===== config.mk =====
export PLATFORM = sky130hd
export DESIGN_NAME = bsg_fma_mul_sequencer
export DESIGN_NICKNAME = d
export VERILOG_FILES = /design/src/rtl/bsg_fma_mul_sequencer.sv
export SDC_FILE = /design/constraint.sdc
export NUM_CORES = 1
export LEC_CHECK = 0
export ABC_AREA = 1
export CAP_MARGIN = 30
export CORE_ASPECT_RATIO = 0.9
export CORE_MARGIN = 5
export CORE_UTILIZATION = 43
export CTS_CLUSTER_SIZE = 14
export DETAILED_ROUTE_END_ITERATION = 10
export PLACE_DENSITY = 0.77
export REMOVE_ABC_BUFFERS = 1
export SYNTH_ARGS = -nofsm -noshare
export SYNTH_HDL_FRONTEND = slang
export SYNTH_SLANG_ARGS = --single-unit

===== constraint.sdc =====
create_clock -name clk_i -period 1.85 [get_ports clk_i]
set_clock_uncertainty 0.05 [all_clocks]
set_input_delay 0.185 -clock clk_i [delete_from_list [all_inputs] [get_ports clk_i]]
set_output_delay 0.185 -clock clk_i [all_outputs]
set_load 0.005 [all_outputs]

===== src/rtl/bsg_fma_mul_sequencer.sv =====
// Sequences the shared 24x24+48 FMA datapath: a 32x32 multiply is split into up to
// four carry-chained passes, and a fused multiply-add goes through as a single pass.
module bsg_fma_mul_sequencer #(
  parameter bit skip_zero_high_p = 1'b1
) (
  input  logic        clk_i,
  input  logic        reset_i,
  input  logic        v_i,
  output logic        ready_o,
  input  logic        opcode_i,
  input  logic [31:0] opA_i,
  input  logic [31:0] opB_i,
  input  logic [47:0] opC_i,
  output logic        dp_v_o,
  output logic [23:0] dp_a_o,
  output logic [23:0] dp_b_o,
  output logic [47:0] dp_c_o,
  input  logic        dp_v_i,
  input  logic [47:0] dp_res_i,
  output logic        v_o,
  output logic [63:0] res_o,
  output logic        type_o,
  input  logic        yumi_i,
  output logic [1:0]  state_dbg
);

  // Handshakes: a request moves on v_i & ready_o at a rising edge; a result leaves
  // on v_o & yumi_i at a rising edge; dp_v_o is a one-cycle strobe with no stall.
  typedef enum logic [1:0] {IDLE, ISSUE, WAIT, DONE} state_e;

  state_e      state, next_state;
  logic        op_r;
  logic [31:0] a_r, b_r;
  logic [47:0] c_r;
  logic [47:0] carry_r;
  logic [63:0] res_r;
  logic [1:0]  pass_r;
  logic        last_pass;
  logic        high_zero;

  assign high_zero = (a_r[31:24] == 8'd0) && (b_r[31:24] == 8'd0);
  assign last_pass = op_r || (pass_r == 2'd3) ||
                     ((pass_r == 2'd0) && skip_zero_high_p && high_zero);

  always_ff @(posedge clk_i or negedge reset_i) begin
    if (!reset_i) state <= IDLE;
    else          state <= next_state;
  end

  always_comb begin
    next_state = state;
    ready_o    = 1'b0;
    dp_v_o     = 1'b0;
    v_o        = 1'b0;
    case (state)
      IDLE: begin
        ready_o = 1'b1;
        if (v_i) next_state = ISSUE;
      end
      ISSUE: begin
        dp_v_o     = 1'b1;
        next_state = WAIT;
      end
      WAIT: begin
        if (dp_v_i) next_state = last_pass ? DONE : ISSUE;
      end
      DONE: begin
        v_o = 1'b1;
        if (yumi_i) next_state = IDLE;
      end
      default: next_state = IDLE;
    endcase
  end

  // Pass operands come only from latched request state and the running carry.
  always_comb begin
    dp_a_o = a_r[23:0];
    dp_b_o = b_r[23:0];
    dp_c_o = op_r ? c_r : 48'd0;
    case (pass_r)
      2'd1: begin
        dp_a_o = {16'd0, a_r[31:24]};
        dp_b_o = b_r[23:0];
        dp_c_o = carry_r;
      end
      2'd2: begin
        dp_a_o = a_r[23:0];
        dp_b_o = {16'd0, b_r[31:24]};
        dp_c_o = carry_r;
      end
      2'd3: begin
        dp_a_o = {16'd0, a_r[31:24]};
        dp_b_o = {16'd0, b_r[31:24]};
        dp_c_o = carry_r;
      end
      default: ;
    endcase
  end

  always_ff @(posedge clk_i or negedge reset_i) begin
    if (!reset_i) begin
      op_r    <= 1'b0;
      a_r     <= 32'd0;
      b_r     <= 32'd0;
      c_r     <= 48'd0;
      carry_r <= 48'd0;
      res_r   <= 64'd0;
      pass_r  <= 2'd0;
    end else begin
      case (state)
        IDLE: begin
          if (v_i) begin
            op_r    <= opcode_i;
            a_r     <= opA_i;
            b_r     <= opB_i;
            c_r     <= opC_i;
            carry_r <= 48'd0;
            res_r   <= 64'd0;
            pass_r  <= 2'd0;
          end
        end
        WAIT: begin
          if (dp_v_i) begin
            case (pass_r)
              2'd0: begin
                // A single-pass result is the whole 48-bit sum, zero-extended.
                if (last_pass) res_r <= {16'd0, dp_res_i};
                else           res_r[23:0] <= dp_res_i[23:0];
                carry_r <= {24'd0, dp_res_i[47:24]};
              end
              2'd1: carry_r <= dp_res_i;
              2'd2: begin
                res_r[47:24] <= dp_res_i[23:0];
                carry_r      <= {24'd0, dp_res_i[47:24]};
              end
              default: res_r[63:48] <= dp_res_i[15:0];
            endcase
            if (!last_pass) pass_r <= pass_r + 2'd1;
          end
        end
        default: ;
      endcase
    end
  end

  assign res_o     = res_r;
  assign type_o    = op_r;
  assign state_dbg = state;

endmodule


After elaboration in Yosys (flattened, before gate mapping)
Cells that the tools add are included.
- register bits after elaboration: 229
- output and inout bits: 166
- logic and storage cells: 74
- $add $sub $neg: 1
- equal/unequal tests: 15
- multiplexer cells: 27
- reduce and logical (&&, ||, !) cells: 21
- operators by type and width (kind ; count):
    $mux W48 ; 4
    $pmux W48 S2 ; 2
    $mux W64 ; 2
    $pmux W64 S2 ; 1
    $mux W24 ; 3
    $pmux W24 S2 ; 1
    $mux W40 ; 1
    $pmux W16 S2 ; 1
    $logic_not A8 Y1 ; 2
    $mux W2 ; 7
    $ne A2 B2 Y1 const B ; 6
    $reduce_and A4 Y1 ; 3
    $reduce_and A5 Y1 ; 2
    $ne A3 B3 Y1 const B ; 3
    $eq A2 B2 Y1 const B ; 4
    $pmux W2 S4 ; 1
    $reduce_or A2 Y1 ; 4
    $eq A2 B1 Y1 const B ; 2
    $logic_not A2 Y1 ; 2
    $pmux W2 S2 ; 1
    $mux W1 ; 3
    $reduce_and A3 Y1 ; 1
    $reduce_or A3 Y1 ; 1
    $add A2 B1 Y2 const B ; 1
    4 further kinds ; 6

Logic depth before layout (Yosys ltp)
- depth after elaboration: 8
- gate-level depth with buffers: 11
- depth with buffers taken out: 10

Worst setup path before layout
Ideal clock, no wire load.
- kind: reg-to-output
- start point: register pass_r[0]
- end point: output dp_b_o[4]
- arrival time: 1563 ps
- required time: 1615 ps
- setup slack: 52 ps
- cell stages (with the launch flop): 8
- buffers on the path: 1
- path through: dfrtp_1 inv_1 ha_1 nor2_1 inv_1 clkbuf_1 nand2_1 nand2_1
- longest elaborated chain between the ends: 3
- RTL lines (element ; line ; text):
    start: declaration ; 37 ; logic [1:0] pass_r;
    start signal: assignment ; 138 ; if (!last_pass) pass_r <= pass_r + 2'd1;
    $eq A2 B2 Y1 ; 80 ; case (pass_r)
    $reduce_or A2 Y1 (no source line) * ; n/a ;
    $mux W24 * ; 80 ;
    end: declaration ; 16 ; output logic [23:0] dp_b_o,
Mark *: on every way between the ends. The rest lies on a longest branch, timed or not.

Final worst setup path
- start point: register pass_r[1]
- end point: output dp_a_o[16]
- longest elaborated chain between the ends: 3
- RTL lines (element ; line ; text):
    $eq A2 B2 Y1 / $eq A2 B1 Y1 (equally long branches) ; 80 ;
    $reduce_or A2 Y1 (no source line) * ; n/a ;
    $mux W24 * ; 80 ;
    end: declaration ; 15 ; output logic [23:0] dp_a_o,
Marked as above.

==> flow_summary.rst <==
.. list-table::
   :header-rows: 1

   * - Metric
     - Value
   * - Run status
     - finished with violations
   * - Violations in the final reports
     - setup timing
   * - Largest voltage drop on the vdd net
     - 1080 µV
   * - Worst reg2reg setup slack
     - -0.21 ns
   * - Min-delay worst type
     - primary input to asynchronous set/reset pin
   * - I/O pin total
     - 332
   * - Data arrival time of the critical path
     - 2.00 ns
   * - EDFF count, synth
     - 0
   * - Starting Density
     - 43.2%
   * - Placed instance count
     - 1872
   * - Most Crowded Layer GR
     - met2
   * - GRT Resource Usage Total
     - 26.4%
   * - Cells after synthesis
     - 1227
   * - Remaining antenna violation count
     - 0
   * - Placed wire-length estimate after detailed placement
     - 24900 µm
   * - Layout Nets
     - 1790
   * - Category of the critical setup timing path
     - flop to output pin
   * - Reg2Reg Capture Point
     - res_o[36]$_DFFE_PN0P_
   * - Via count of the first global-routing pass
     - 10500
   * - Met2 Resource Use GR
     - 43.2%
   * - Sequential share of the synthesized area
     - 53.3%
   * - Via density per instance
     - 5.25
   * - Number of detailed-routing iterations run before antenna repair
     - 5
   * - Power density of the placed cells
     - 1900 nW/µm²
   * - Via count
     - 10400
   * - Detailed Route Iter0 Violations
     - 929
   * - Overall routed net length
     - 40800 µm
   * - Syn Area/Cell
     - 8.77 µm²
   * - Met1 usage
     - 35.1%
   * - Post-layout instance area
     - 17400 µm²
   * - Number of synthesized register bits
     - 229
   * - Reg-to-Reg Start
     - pass_r[0]$_DFFE_PN0P_
   * - TritonCTS Sinks
     - 229
   * - CTS tree
     - done
   * - Most used DFF post-synth
     - sky130_fd_sc_hd__dfrtp_1
   * - Asr flop ratio synth
     - 100%
   * - RSZ-0062 raised after global routing
     - yes
   * - Total standard cell area after synthesis
     - 10800 µm²
   * - Yosys cell types
     - 26
   * - Slew at the pin with the worst max-slew slack
     - 0.441 ns
   * - Met3 Usage GRT
     - 4.90%
   * - Wire length of the first global-routing pass
     - 59300 µm
   * - Fillers
     - 1799
   * - Total CTS buffers
     - 26
   * - Synthesis Warnings
     - 0
   * - RD Place Congestion
     - 0.861
   * - Final max-slew violation count
     - 0
   * - Required time of the critical path
     - 1.62 ns
   * - Minimum period implied by the final worst setup slack
     - 2.24 ns
   * - CTS HTree Levels
     - 1
   * - Initial antenna violation count
     - 0
   * - Per-cell routed wire length
     - 20.6 µm
   * - Die extent in y
     - 160 µm
   * - Final hold violations
     - 0
   * - Worst-path maximum fanout
     - 6
   * - Leakage component of the power
     - 8.03 nW
   * - Total overflow reported by the global router
     - 0
   * - Maximum clock insertion buffer count
     - 3
   * - Total inserted antenna cells
     - 0
   * - Total negative slack for setup checks
     - -41.51 ns
   * - Startpoint class of the critical path
     - flop
   * - Slew Limit Headroom
     - 70.5%
   * - Buffers added on ports
     - 331
   * - Site row count
     - 55
   * - Area of the core region
     - 24900 µm²
   * - Post-Place Cell Area
     - 14800 µm²
   * - Die area
     - 28300 µm²
   * - Signed area change from the synthesized netlist to the final layout
     - 61.6%
   * - Die Span X
     - 177 µm
   * - Post-route worst setup slack
     - -0.389 ns
   * - CTS root buffer
     - sky130_fd_sc_hd__clkbuf_16
   * - Period utilisation layout
     - 121%
   * - Share of layout cells above drive strength 1
     - 33.1%
   * - Pin count of the biggest net entering global routing
     - 52
   * - Number of DRC violations after detailed routing
     - 0
   * - Clk pin slew, worst setup/hold paths
     - 0.06 ns
   * - Capturing element type of the critical path
     - output pin
   * - Worst reg-to-reg path cell count
     - 13
   * - Maximum Capacitance Violations
     - 0
   * - Clk Latency, worst-skew pair
     - 0.53 ns
   * - Final Instance Count excl. Fillers
     - 1979
   * - Setup-violating endpoint count in the final report
     - 201
   * - Fmax
     - 447 MHz
[routing by layer]
layer  up-vias  share of wire (%)
li1       4791                  -
met1      5066                 41
met2       424                 48
met3       111                6.3
met4         0                4.2
met5         -                  0
[area by class of cell]
type                    instances  area [µm²]  area share (%)
repair buffers                443        4660            26.8
clock inverters                11         141           0.813
well taps                     342         428            2.46
flip-flops and latches        229        5730            33.0
multi-input cells             797        5200            29.9
inverters                     121         477            2.74
clock buffers                  36         749            4.31
[cell families (layout without fill, tap and decap cells)]
logic type,after synthesis,after routing,synth area share (%)
compound gates,228,228,10.8
simple gates,481,483,18.8
flops,229,229,53.3
buf+inv,203,611,8.01
mux,80,80,8.37
fa+ha+maj,6,6,0.698
[Yosys cell counts (6+ instances only)]
cell type / count / area (µm²)
sky130_fd_sc_hd__a21oi_1: 81 / 405
sky130_fd_sc_hd__buf_2: 23 / 115
sky130_fd_sc_hd__buf_4: 7 / 52.6
sky130_fd_sc_hd__buf_6: 6 / 67.6
sky130_fd_sc_hd__clkbuf_1: 43 / 161
sky130_fd_sc_hd__dfrtp_1: 229 / 5730
sky130_fd_sc_hd__ha_1: 6 / 75.1
sky130_fd_sc_hd__inv_1: 117 / 439
sky130_fd_sc_hd__mux2_2: 80 / 901
sky130_fd_sc_hd__nand2_1: 232 / 871
sky130_fd_sc_hd__nand3_1: 115 / 576
sky130_fd_sc_hd__nor2_1: 121 / 454
sky130_fd_sc_hd__o21ai_0: 125 / 626
sky130_fd_sc_hd__o21ai_1: 12 / 60.1
sky130_fd_sc_hd__o31ai_1: 9 / 67.6
[flip-flops by register name (all words and copies together) (netlist names)]
register and cells:
pass_r 2, c_r 48, carry_r 48, res_o 64, b_r 32, type_o 1
a_r 32, state_dbg 2
[critical path, stage by stage, from the launching register on]
cell                      delay (ns)
sky130_fd_sc_hd__dfrtp_2        0.45
sky130_fd_sc_hd__buf_6          0.13
sky130_fd_sc_hd__ha_4           0.17
sky130_fd_sc_hd__nor2_4         0.16
sky130_fd_sc_hd__inv_4          0.08
sky130_fd_sc_hd__buf_6          0.14
sky130_fd_sc_hd__buf_16         0.15
sky130_fd_sc_hd__nor2_4         0.08
sky130_fd_sc_hd__buf_2          0.12
[layout by cell type (no fill, tap or decap), types with 5 or more instances in the layout]
master                              n
sky130_fd_sc_hd__nor2_1            84
sky130_fd_sc_hd__buf_2             88
sky130_fd_sc_hd__clkdlybuf4s50_1  231
sky130_fd_sc_hd__inv_1            112
sky130_fd_sc_hd__nand3_2           29
sky130_fd_sc_hd__nand3_1           77
sky130_fd_sc_hd__buf_16            11
sky130_fd_sc_hd__o31ai_1            9
sky130_fd_sc_hd__o21ai_4            8
sky130_fd_sc_hd__buf_6             27
sky130_fd_sc_hd__mux2_2            80
sky130_fd_sc_hd__inv_2              5
sky130_fd_sc_hd__a21oi_1           78
sky130_fd_sc_hd__buf_8              7
sky130_fd_sc_hd__nor2_2            17
sky130_fd_sc_hd__buf_12            36
sky130_fd_sc_hd__nand3_4           10
sky130_fd_sc_hd__nor2_4            23
sky130_fd_sc_hd__clkbuf_16         34
sky130_fd_sc_hd__o21ai_1           40
sky130_fd_sc_hd__dfrtp_1          226
sky130_fd_sc_hd__buf_4             31
sky130_fd_sc_hd__o21ai_2           55
sky130_fd_sc_hd__clkbuf_1           5
sky130_fd_sc_hd__nand2_1          191
sky130_fd_sc_hd__nand2_4            9
sky130_fd_sc_hd__o21ai_0           34
sky130_fd_sc_hd__nand2_2           34
[worst max path at each step]
stage	startpoint	end	slack, ns	depth (start not counted)
2_1_floorplan	state_dbg[0]$_DFFE_PN0P_	a_r[0]$_DFFE_PN0P_	-2.11	3
5_1_grt	pass_r[0]$_DFFE_PN0P_	dp_b_o[7]	-0.47	9
3_3_place_gp	pass_r[1]$_DFFE_PN0P_	dp_a_o[15]	-0.14	7
6_report	pass_r[1]$_DFFE_PN0P_	dp_a_o[16]	-0.39	8
3_5_place_dp	pass_r[1]$_DFFE_PN0P_	dp_a_o[15]	-0.19	7
4_1_cts	pass_r[1]$_DFFE_PN0P_	dp_c_o[43]	-0.37	9
[power by group]
part	switching, mW	leakage, nW	internal [mW]	total [mW]
Clock	2.11	0.430	3.24	5.35
Combinational	9.91	4.76	9.19	19.1
Sequential	1.35	2.84	7.26	8.62
[metrics by stage]
stage	hold WS [ns]	utilization [%]	worst slack [ns]	power, mW
after global placement	0.0905	59.5	-0.136	22.9
final	0.116	69.8	-0.389	33.1
after global routing	0.162	69.8	-0.466	34.9
after floorplan	-0.161	-	-2.11	14.8
after CTS	0.120	65.7	-0.368	30.5
after detailed placement	0.0830	59.5	-0.190	23.3
[timing repair]
action / CTS / global route
gates resized for setup: 579 / 233
gates cloned: 15 / 8
hold buffers: 1 / 0
pin swaps: 15 / 54
endpoints found under the hold margin: 229 / 0
buffers inserted: 32 / 10
endpoints found under the setup margin: 185 / 211
(Power assumes the default switching activity.)
